File: src/rtl/fp_div_pkg.sv
// Shared types and constants for the sequential fp32 divider.
// Optional feature macro used by the design: FPU_DIV_RMODE_EN (selectable rounding mode).
package fp_div_pkg;

  typedef struct packed {
    logic        sign;
    logic [7:0]  exp;
    logic [22:0] mant;
  } fp32_t;

  typedef enum logic [2:0] {
    IDLE,
    CHECK,
    DIVIDE,
    NORM,
    ROUND,
    DONE
  } div_state_t;

  localparam int          BIAS       = 127;
  localparam logic [31:0] CANON_NAN  = 32'h7FC0_0000;
  localparam logic [31:0] POS_INF    = 32'h7F80_0000;
  localparam logic [31:0] MAX_FINITE = 32'h7F7F_FFFF;

  // Rounding mode encodings; unlisted codes fall back to RNE.
  localparam logic [2:0] RM_RNE = 3'b000;
  localparam logic [2:0] RM_RTZ = 3'b001;
  localparam logic [2:0] RM_RDN = 3'b010;
  localparam logic [2:0] RM_RUP = 3'b011;
  localparam logic [2:0] RM_RMM = 3'b100;

endpackage

File: src/rtl/fp_div_round.sv
// Combinational rounder: adds one ulp to a 24-bit mantissa (hidden bit included) when the
// rounding mode, guard/round/sticky bits and sign call for it. Returns the 23-bit fraction
// and the carry out of the hidden bit.
module fp_div_round
  import fp_div_pkg::*;
(
  input  logic [23:0] i_mant,
  input  logic        i_guard,
  input  logic        i_round,
  input  logic        i_sticky,
  input  logic        i_sign,
  input  logic [2:0]  i_mode,
  output logic [22:0] o_mant,
  output logic        o_carry
);

  logic w_inexact;
  logic w_inc;

  // Decide the increment, then apply it; carry only when every mantissa bit was set.
  always_comb begin
    w_inexact = i_guard | i_round | i_sticky;
    w_inc     = 1'b0;
    case (i_mode)
      RM_RTZ:  w_inc = 1'b0;
      RM_RDN:  w_inc = i_sign & w_inexact;
      RM_RUP:  w_inc = ~i_sign & w_inexact;
      RM_RMM:  w_inc = i_guard;
      default: w_inc = i_guard & (i_round | i_sticky | i_mant[0]);
    endcase
    o_mant  = i_mant[22:0] + 23'(w_inc);
    o_carry = (&i_mant) & w_inc;
  end

endmodule

File: src/rtl/fp_div_seq.sv
// Sequential IEEE-754 single-precision divider: restoring division, one quotient bit per
// cycle, valid/ready on operand and result sides. Denormal inputs flush to zero and no
// denormal results are produced.
// Optional feature macro: FPU_DIV_RMODE_EN adds the frm port (latched at acceptance);
// without it rounding is always round-to-nearest-even.
module fp_div_seq
  import fp_div_pkg::*;
#(
  parameter int unsigned QUOT_BITS = 27  // 24 mantissa + guard + round + spare; minimum 27
) (
  input  logic        CLK,
  input  logic        nRST,
  input  logic        start_valid,
  output logic        start_ready,
  input  logic [31:0] op_a,
  input  logic [31:0] op_b,
`ifdef FPU_DIV_RMODE_EN
  input  logic [2:0]  frm,
`endif
  output logic        result_valid,
  input  logic        result_ready,
  output logic [31:0] result,
  output logic        ovf,
  output logic        unf,
  output logic        div_by_zero,
  output logic        busy
);

  localparam logic [4:0] CNT_LAST = 5'(QUOT_BITS - 1);

  div_state_t            r_state, w_state_next;
  fp32_t                 r_a, r_b;
  logic                  r_sign, r_special, r_sticky;
  logic signed [9:0]     r_exp;
  logic [24:0]           r_rem;
  logic [23:0]           r_div;
  logic [QUOT_BITS-1:0]  r_q;
  logic [4:0]            r_cnt;
  logic [31:0]           r_result;
  logic                  r_ovf, r_unf, r_dbz;

  logic                  w_a_zero, w_a_inf, w_a_nan, w_b_zero, w_b_inf, w_b_nan;
  logic                  w_sign, w_special, w_spec_dbz;
  logic [31:0]           w_spec_result;
  logic                  w_rem_ge;
  logic [24:0]           w_rem_sub;
  logic [22:0]           w_rnd_frac;
  logic                  w_rnd_carry;
  logic signed [9:0]     w_exp_fin;
  logic                  w_ovf_max;
  logic [2:0]            w_mode;

`ifdef FPU_DIV_RMODE_EN
  logic [2:0] r_frm;
  assign w_mode = r_frm;
`else
  assign w_mode = RM_RNE;
`endif

  assign start_ready  = (r_state == IDLE);
  assign result_valid = (r_state == DONE);
  assign busy         = (r_state != IDLE);
  assign result       = r_result;
  assign ovf          = r_ovf;
  assign unf          = r_unf;
  assign div_by_zero  = r_dbz;

  // Classify latched operands and pick the fixed result for special cases.
  always_comb begin
    w_sign        = r_a.sign ^ r_b.sign;
    w_a_zero      = (r_a.exp == 8'd0);
    w_b_zero      = (r_b.exp == 8'd0);
    w_a_inf       = (r_a.exp == 8'hFF) && (r_a.mant == 23'd0);
    w_b_inf       = (r_b.exp == 8'hFF) && (r_b.mant == 23'd0);
    w_a_nan       = (r_a.exp == 8'hFF) && (r_a.mant != 23'd0);
    w_b_nan       = (r_b.exp == 8'hFF) && (r_b.mant != 23'd0);
    w_special     = 1'b1;
    w_spec_dbz    = 1'b0;
    w_spec_result = CANON_NAN;
    if (w_a_nan || w_b_nan || (w_a_zero && w_b_zero) || (w_a_inf && w_b_inf)) begin
      w_spec_result = CANON_NAN;
    end else if (w_b_zero && !w_a_inf) begin
      w_spec_result = {w_sign, POS_INF[30:0]};
      w_spec_dbz    = 1'b1;
    end else if (w_a_zero || w_b_inf) begin
      w_spec_result = {w_sign, 31'd0};
    end else if (w_a_inf) begin
      w_spec_result = {w_sign, POS_INF[30:0]};
    end else begin
      w_special = 1'b0;
    end
  end

  // One restoring step: remainder stays below twice the divisor, so 25 bits suffice.
  always_comb begin
    w_rem_ge  = (r_rem >= {1'b0, r_div});
    w_rem_sub = w_rem_ge ? (r_rem - {1'b0, r_div}) : r_rem;
  end

  fp_div_round u_round (
    .i_mant   (r_q[QUOT_BITS-1 -: 24]),
    .i_guard  (r_q[QUOT_BITS-25]),
    .i_round  (r_q[QUOT_BITS-26]),
    .i_sticky (r_sticky | (|r_q[QUOT_BITS-27:0])),
    .i_sign   (r_sign),
    .i_mode   (w_mode),
    .o_mant   (w_rnd_frac),
    .o_carry  (w_rnd_carry)
  );

  // Final exponent after rounding carry, and whether overflow saturates to max finite.
  always_comb begin
    w_exp_fin = r_exp + $signed({9'd0, w_rnd_carry});
`ifdef FPU_DIV_RMODE_EN
    w_ovf_max = (w_mode == RM_RTZ) || ((w_mode == RM_RDN) && !r_sign) ||
                ((w_mode == RM_RUP) && r_sign);
`else
    w_ovf_max = 1'b0;
`endif
  end

  // State register.
  always_ff @(posedge CLK or negedge nRST) begin
    if (!nRST) r_state <= IDLE;
    else       r_state <= w_state_next;
  end

  // Next-state logic; specials borrow the ROUND slot so they land two cycles after acceptance.
  always_comb begin
    w_state_next = r_state;
    unique case (r_state)
      IDLE:    if (start_valid) w_state_next = CHECK;
      CHECK:   w_state_next = w_special ? ROUND : DIVIDE;
      DIVIDE:  if (r_cnt == CNT_LAST) w_state_next = NORM;
      NORM:    w_state_next = ROUND;
      ROUND:   w_state_next = DONE;
      DONE:    if (result_ready) w_state_next = IDLE;
      default: w_state_next = IDLE;
    endcase
  end

  // Datapath and result registers.
  always_ff @(posedge CLK or negedge nRST) begin
    if (!nRST) begin
      r_a       <= '0;
      r_b       <= '0;
      r_sign    <= 1'b0;
      r_special <= 1'b0;
      r_sticky  <= 1'b0;
      r_exp     <= '0;
      r_rem     <= '0;
      r_div     <= '0;
      r_q       <= '0;
      r_cnt     <= '0;
      r_result  <= '0;
      r_ovf     <= 1'b0;
      r_unf     <= 1'b0;
      r_dbz     <= 1'b0;
`ifdef FPU_DIV_RMODE_EN
      r_frm     <= RM_RNE;
`endif
    end else begin
      case (r_state)
        IDLE: begin
          if (start_valid) begin
            r_a <= op_a;
            r_b <= op_b;
`ifdef FPU_DIV_RMODE_EN
            r_frm <= frm;
`endif
          end
        end
        CHECK: begin
          r_sign    <= w_sign;
          r_special <= w_special;
          r_exp     <= $signed({2'b00, r_a.exp}) - $signed({2'b00, r_b.exp}) +
                       $signed(10'(BIAS));
          r_rem     <= {2'b01, r_a.mant};
          r_div     <= {1'b1, r_b.mant};
          r_q       <= '0;
          r_cnt     <= '0;
          if (w_special) begin
            r_result <= w_spec_result;
            r_dbz    <= w_spec_dbz;
            r_ovf    <= 1'b0;
            r_unf    <= 1'b0;
          end
        end
        DIVIDE: begin
          r_q   <= {r_q[QUOT_BITS-2:0], w_rem_ge};
          r_rem <= w_rem_sub << 1;
          r_cnt <= r_cnt + 5'd1;
        end
        NORM: begin
          if (!r_q[QUOT_BITS-1]) begin
            r_q   <= r_q << 1;
            r_exp <= r_exp - 10'sd1;
          end
          r_sticky <= |r_rem;
        end
        ROUND: begin
          if (!r_special) begin
            r_dbz <= 1'b0;
            if (w_exp_fin >= 10'sd255) begin
              r_ovf    <= 1'b1;
              r_unf    <= 1'b0;
              r_result <= w_ovf_max ? {r_sign, MAX_FINITE[30:0]} : {r_sign, POS_INF[30:0]};
            end else if (w_exp_fin <= 10'sd0) begin
              r_ovf    <= 1'b0;
              r_unf    <= 1'b1;
              r_result <= {r_sign, 31'd0};
            end else begin
              r_ovf    <= 1'b0;
              r_unf    <= 1'b0;
              r_result <= {r_sign, w_exp_fin[7:0], w_rnd_frac};
            end
          end
        end
        default: ;
      endcase
    end
  end

endmodule

File: config.mk
export PLATFORM = sky130hd
export DESIGN_NAME = fp_div_seq
export DESIGN_NICKNAME = d
export VERILOG_FILES = /design/src/rtl/fp_div_pkg.sv /design/src/rtl/fp_div_round.sv /design/src/rtl/fp_div_seq.sv
export SDC_FILE = /design/constraint.sdc
export NUM_CORES = 1
export LEC_CHECK = 0
export ABC_AREA = 0
export BUFFER_PORTS_ARGS = -buffer_cell sky130_fd_sc_hd__buf_4
export CORE_MARGIN = 5
export CORE_UTILIZATION = 50
export CTS_BUF_LIST = sky130_fd_sc_hd__clkbuf_8 sky130_fd_sc_hd__clkbuf_16
export DETAILED_ROUTE_END_ITERATION = 6
export GPL_ROUTABILITY_DRIVEN = 0
export GPL_TIMING_DRIVEN = 1
export PLACE_DENSITY = 0.77
export SLEW_MARGIN = 30
export SYNTH_ARGS = -nofsm -noshare
export SYNTH_HDL_FRONTEND = slang
export SYNTH_SLANG_ARGS = --single-unit
File: constraint.sdc
create_clock -name CLK -period 3.05 [get_ports CLK]
set_input_delay 0.305 -clock CLK [delete_from_list [all_inputs] [get_ports CLK]]
set_output_delay 0.305 -clock CLK [all_outputs]
set_load 0.03 [all_outputs]
==> results of run 1 <==
cell type report:
class                           count  area share, %
Clock buffer                       18           3.42
Sequential cell                   196           38.2
Clock inverter                     13           1.07
Inverter                           54           1.58
Timing Repair Buffer              165           10.0
Tap cell                          275           2.68
Multi-Input combinational cell    799           43.0
stage by stage:
| step | hold WS [ns] | power (mW) | instances | setup TNS (ns) |
|---|---|---|---|---|
| 5_1_grt | 0.0769 | 16.1 | 1520 | -1.60 |
| 6_report | 0.0802 | 14.9 | 1520 | 0 |
| 2_1_floorplan | 0.00941 | 10.5 | 1095 | -0.732 |
| 4_1_cts | 0.0688 | 14.8 | 1517 | 0 |
| 3_5_place_dp | 0.379 | 12.5 | 1482 | -4.08 |
| 3_3_place_gp | 0.374 | 12.3 | 1482 | -2.16 |
routing by layer:
metal	global-route usage (%)	up-vias	share of wire [%]
met5	0	-	0
met4	6.53	0	1.5
met3	3.87	32	5.5
met2	36.5	258	50
met1	27.9	4291	42
li1	-	4215	-
power groups by stage:
| stage | clock [mW] | combinational [mW] | sequential (mW) |
|---|---|---|---|
| 2_1_floorplan | 0 | 6.20 | 4.32 |
| 3_3_place_gp | 0 | 7.76 | 4.53 |
| 3_5_place_dp | 0 | 7.97 | 4.56 |
| 4_1_cts | 2.25 | 8.07 | 4.52 |
| 5_1_grt | 2.36 | 9.04 | 4.67 |
| 6_report | 2.21 | 8.10 | 4.54 |
flip-flops by register name, summed over array words and instances (netlist names), 3 cells and up:
register	flops
r_cnt	5
r_exp	10
r_state	3
r_div	24
r_b	32
r_q	27
r_a	32
r_rem	25
result	32
logic make-up (layout without fill, tap and decap cells):
kind of cell             count (synthesis)  in the layout
multiplexers                            75             75
AO/OA/AOI/OAI                          289            289
adder cells (fa/ha/maj)                 41             41
flip-flops                             196            196
XOR/XNOR                                58             58
AND/OR/NAND/NOR                        333            336
buffers and inverters                  103            250
final timing paths:
| kind | from | endpoint | slack, ns | cells past startpoint |
|---|---|---|---|---|
| max in group asynchronous | nRST | r_a[17] | 1.80 | 3 |
| min | op_b[26] | r_b[26] | 0.08 | 3 |
| min in group asynchronous | nRST | result[26] | 0.45 | 2 |
| min reg2reg | r_div[23] | r_div[23] | 0.46 | 2 |
| max | r_q[19] | result[22] | 0.03 | 14 |
| max reg2reg | r_q[19] | result[22] | 0.03 | 14 |
synthesized netlist by cell type (21+ instances only):
cell type,instances
inv_1,54
xor2_1,28
o21ai_0,78
nor3_1,22
ha_1,39
nor2_1,53
a22o_1,26
nand3_1,21
clkbuf_1,31
nand2_1,137
xnor2_1,30
mux2_2,57
nor4_1,21
dfrtp_1,196
a21oi_1,63
cells in the final DEF (no fill, tap or decap), types with 4 or more instances in the layout:
master       n
dfrtp_1    196
buf_4      159
nand2_1    136
o21ai_0     73
a21oi_1     63
mux2_2      57
inv_1       54
nor2_1      52
ha_1        37
xnor2_1     30
xor2_1      28
a22o_1      26
nor4_1      21
nand3_1     20
nor3_1      19
o22ai_1     19
o21ai_2     19
mux2i_1     18
clkbuf_16   17
nand4_1     14
a21o_1      13
and3_1      11
o21a_1      10
a31oi_1      8
o22a_1       8
o21ai_1      7
and3_4       6
or3_1        6
o21bai_1     6
nor2b_1      6
o31ai_1      6
nand2b_1     5
or4_1        5
and2_1       4
a32o_1       4
or3_4        4
inv_6        4
critical path, delay by kind of cell, from the launching register on:
kind	cells	cell delay, ns
flip-flops	1	0.35
AO/OA/AOI/OAI	2	0.24
multiplexers	1	0.14
adder cells (fa/ha/maj)	1	0.21
AND/OR/NAND/NOR	10	2.02
what timing repair did:
action,4_1_cts,5_1_grt
hold buffers,1,0
pin swaps,5,17
hold endpoints to repair,75,0
setup buffers,1,2
resized for setup,11,11
setup endpoints to repair,31,33
cloned,2,1
==> metrics, run 1 <==
Synth Warn #=0; clk sinks=196; setup violators final=0; HP Class=in -> reg; Critical Path RT=3.41 ns; fmax=about 330 MHz; via count=8796; drt total wl=25800 um; mux contribution to synthesized area=7.66%; Worst Path Max Fanout=6; synth unique cells=70; Port Buf Inserts=105; Via-to-Cell Ratio=5.79; largest net degree at the start of global routing=80; outcome=finished clean; Synth Area in Adders=4.92%; Ports=106; critical path capture point type=register; Synth Area in Simple Gates=15.1%; Leak=5.75 nW; area delta synth->final=19.6%; worst-margin pin slew=0.855 ns; Util after Layout=60.9%; CP Launch Type=register; Synth Area in Compound Gates=17.8%; DRC=0; FP Rows=53; vias in the first global route=8694; Max VDD drop=0.681 mV; ys flop type=dfrtp_1; GRT Overall Usage=21.4%; Syn Nets=1204; antenna violations before repair=0; Mean Syn Cell Area=between 9 and 10 sq um; slowest library cell on the worst path=or3_4; RSZ-0062 raised after global routing=true; starting density of the core=50.9%; Clock Path Buffers=2; Crit path arrival time=approximately 3.4 ns; top post-synthesis cells by area=dfrtp_1 (46%), mux2_2 (6.0%), nand2_1 (4.8%); async set-or-reset flop fraction in the synthesized netlist=100%; GRT Residual Overflow=0; Post-synth EDFFs=0; final worst path period share=99.1%; CTS root buf=clkbuf_16; Diodes inserted=0; Final Hold Viols=0; clk_lat worst skew=0.44 ns; Place WS=-0.203 ns; Core ar.=between 20000 and 25000 sq um; switch share=43.7%; htree depth=4; logic gate share of total power=54.5%; dpl hpwl=18400 um; Final Net Count=around 1300; CP peak stage delay=about 0.45 ns; post-synth top area share=between 40% and 50%; die area=24500 sq um; share of cells above drive strength 1=24.6%; Crit Path Category=reg -> reg; setup skew after layout=about 0.011 ns; Clock power frac=14.9%; Die H=about 160 um; maxcap violations=0; Cell Area, Synth=10700 sq um; area leader, netlist=dfrtp_1; wire length per cell=17.0 um; Pint=8.37 mW; Fill cells=1768; Slew Viols, Final=0; crit-path cells=and3_4 -> and2_4 -> and3_4 -> nand2_4 -> nor3_4 -> ha_4 -> nand4_4 -> or2_4 -> mux2i_1 -> o22ai_1 -> and3_1 -> or2_4 -> or3_4 -> o22ai_2; Power Density=approximately 1200 nW/um^2; TritonCTS Buffers=17; Final min period=3.02 ns; sequential-to-total area share from yosys stat=45.7%; CTS tree=done; Slew HR=42.9%; Post-Layout Inst Area=about 13000 sq um; XOR/XNOR Fraction of Synth Area=4.73%; CTS clk-pin slew, worst paths=0.07 ns; Seq. cell area=4900 sq um; first-pass GRT wire length=about 43000 um; drt pass-1 iters=5; power share of the sequential group=30.6%; Placed Area=roughly 12000 sq um; area occupied by multi-input gates=5530 sq um; NetSw=6.49 mW; post-synthesis register bit count=196; main combinational cell family by area after synthesis=compound AO/OA/AOI/OAI gates; Syn Inst Count=1095; ANT nets after route=0; die width=157 um; Iteration-0 DRC Markers=600; Worst Slack Setup Final=~0.026 ns
Note: power is estimated with default switching activity, not from simulation.
==> run 2: changes to the inputs <==
--- a/config.mk
+++ b/config.mk
@@ -5,7 +5,6 @@
 export SDC_FILE = /design/constraint.sdc
 export NUM_CORES = 1
 export LEC_CHECK = 0
-export ABC_AREA = 0
 export BUFFER_PORTS_ARGS = -buffer_cell sky130_fd_sc_hd__buf_4
 export CORE_MARGIN = 5
 export CORE_UTILIZATION = 50
@@ -13,7 +12,8 @@
 export DETAILED_ROUTE_END_ITERATION = 6
 export GPL_ROUTABILITY_DRIVEN = 0
 export GPL_TIMING_DRIVEN = 1
-export PLACE_DENSITY = 0.77
+export MAX_ROUTING_LAYER = met4
+export PLACE_DENSITY = 0.74
 export SLEW_MARGIN = 30
 export SYNTH_ARGS = -nofsm -noshare
 export SYNTH_HDL_FRONTEND = slang
==> constraint.sdc (replaced) <==
create_clock -name CLK -period 3.5 [get_ports CLK]
set_input_delay 0.35 -clock CLK [delete_from_list [all_inputs] [get_ports CLK]]
set_output_delay 0.35 -clock CLK [all_outputs]
set_load 0.03 [all_outputs]
==> run 2 against run 1 <==
- the run now ends with hold timing left
- register-to-register slack better by 0.15 ns
- wire length is 1.9% lower
- hold slack worse by 0.084 ns
- utilization is 1.6 points lower
- global-route usage hardly changed
- maximum frequency is 9.1% lower
==> metrics, run 2 (same netlist as run 1, synthesis figures left out) <==
outcome=finished with violations; failing checks=hold timing; largest net degree at the start of global routing=slightly above 90; commonest non-fill, non-tap cell in the layout=dfrtp_1; starting density of the core=50.9%; GRT Residual Overflow=0; slowest library cell on the worst path=or3_4; Via-to-Cell Ratio=~5.8; DRC=0; Diodes inserted=0; Clock Path Buffers=2; Die H=157 um; critical path capture point type=register; FP Rows=53; clk_lat worst skew=0.44 ns; first-pass GRT wire length=41600 um; ANT nets after route=0; CP Launch Type=register; share of cells above drive strength 1=21.4%; CTS tree=done; Final Hold Viols=1; Slew Viols, Final=0; RSZ-0062 raised after global routing=false; Final min period=3.33 ns; Final Net Count=1304; area delta synth->final=16.5%; Post-Layout Inst Area=12500 sq um; via count=8617; clk sinks=196; wire length per cell=~17 um; setup skew after layout=0.0108 ns; Crit path arrival time=about 3.7 ns; setup_tns=0 ns; GRT Overall Usage=21.4%; most frequent cells in the layout=dfrtp_1 (196), nand2_1 (137), buf_4 (125); final worst path period share=a little over nine tenths; Core ar.=21100 sq um; Fill cells=1845; Placed Area=11900 sq um; Ports=approximately 110; Iteration-0 DRC Markers=approximately 600; maxcap violations=0; CTS clk-pin slew, worst paths=~0.07 ns; Max VDD drop=0.631 mV; worst-margin pin slew=between 0.8 and 0.9 ns; Slew HR=41.7%; Leak=5.55 nW; die area=24500 sq um; Worst Slack Setup Final=0.174 ns; Worst Path Max Fanout=12; CTS root buf=clkbuf_16; HP Class=in -> async; drt total wl=25300 um; fmax=301 MHz; dpl hpwl=18200 um; TritonCTS Buffers=17; hold slack=-0.00369 ns; Critical Path RT=around 3.9 ns; Port Buf Inserts=105; setup violators final=0; die width=~160 um; vias in the first global route=approximately 8400; Place WS=0.110 ns; htree depth=4; crit-path cells=and3_1 -> and2_1 -> and3_1 -> nand2_1 -> nor3_1 -> buf_4 -> ha_4 -> nand4_4 -> or2_4 -> mux2i_1 -> o22ai_1 -> and3_1 -> or2_4 -> or3_4 -> o22ai_2; CP peak stage delay=about 0.50 ns; Hold Buf Count CTS=0; Seq. cell area=about 4900 sq um; Power Density=1020 nW/um^2; Crit path top cell by count=and3_1; antenna violations before repair=0; drt pass-1 iters=4; Crit Path Category=reg -> reg; area occupied by multi-input gates=5450 sq um
-- run 2: cell count changes in the layout (fill, tap and decap cells not counted), sizes merged --
| cell | change |
|---|---|
| buf | -35 |
| clkinv | +3 |
| dlygate4sd3 | -1 |
| clkinvlp | -1 |
| clkbuf | -1 |
| or3 | -2 |
-- run 2: final cells by class --
type / instances / area share [%]
clock buffers: 17 / 3.40
multi-input cells: 797 / 43.6
clock inverters: 15 / 1.36
well taps: 275 / 2.75
repair buffers: 129 / 8.09
flip-flops and latches: 196 / 39.2
inverters: 54 / 1.62
-- run 2: final timing paths --
| kind | slack, ns | cells past startpoint | to | startpoint |
|---|---|---|---|---|
| max | 0.17 | 15 | result[22] | r_q[21] |
| min | -0.004 | 1 | result[29] | nRST |
| max reg2reg | 0.17 | 15 | result[22] | r_q[21] |
| min reg2reg | 0.46 | 2 | r_div[23] | r_div[23] |
| max in group asynchronous | 2.58 | 2 | r_a[10] | nRST |
| min in group CLK | 0.12 | 3 | r_b[24] | op_b[24] |
-- run 2: routing by layer --
layer  vias up  track usage [%]  routed length [um]
li1       4127                -                   -
met1      4192             28.0               11000
met2       241             34.7               12400
met3        57             3.10                1200
met4         0             6.74                 642
met5         -                -                   0
-- run 2: per-stage QoR --
stage / instances / utilization (%) / total power, mW
6_report: 1483 / 59.3 / 12.7
5_1_grt: 1483 / 59.3 / 13.8
2_1_floorplan: 1095 / - / 9.16
3_5_place_dp: 1448 / 56.2 / 10.7
4_1_cts: 1480 / 59.0 / 12.7
3_3_place_gp: 1448 / 56.2 / 10.5
-- run 2: report_power, final --
part,switching [mW],internal (mW)
Combinational,3.82,2.98
Sequential,0.841,3.12
Clock,0.936,1.02
-- run 2: timing repair --
action | in CTS | in global routing
resized for setup | 0 | 10
buffers inserted | 0 | 2
setup endpoints to repair | 0 | 31
-- run 2: worst max-delay path: cells and delay by family, from the launching register on --
kind                       cells  cell delay [ns]
muxes                          1             0.15
and+or+nand+nor               10             2.12
AOI/OAI and AO/OA              2             0.27
buffers and inverters          1             0.16
DFF                            1             0.40
adders and majority gates      1             0.15
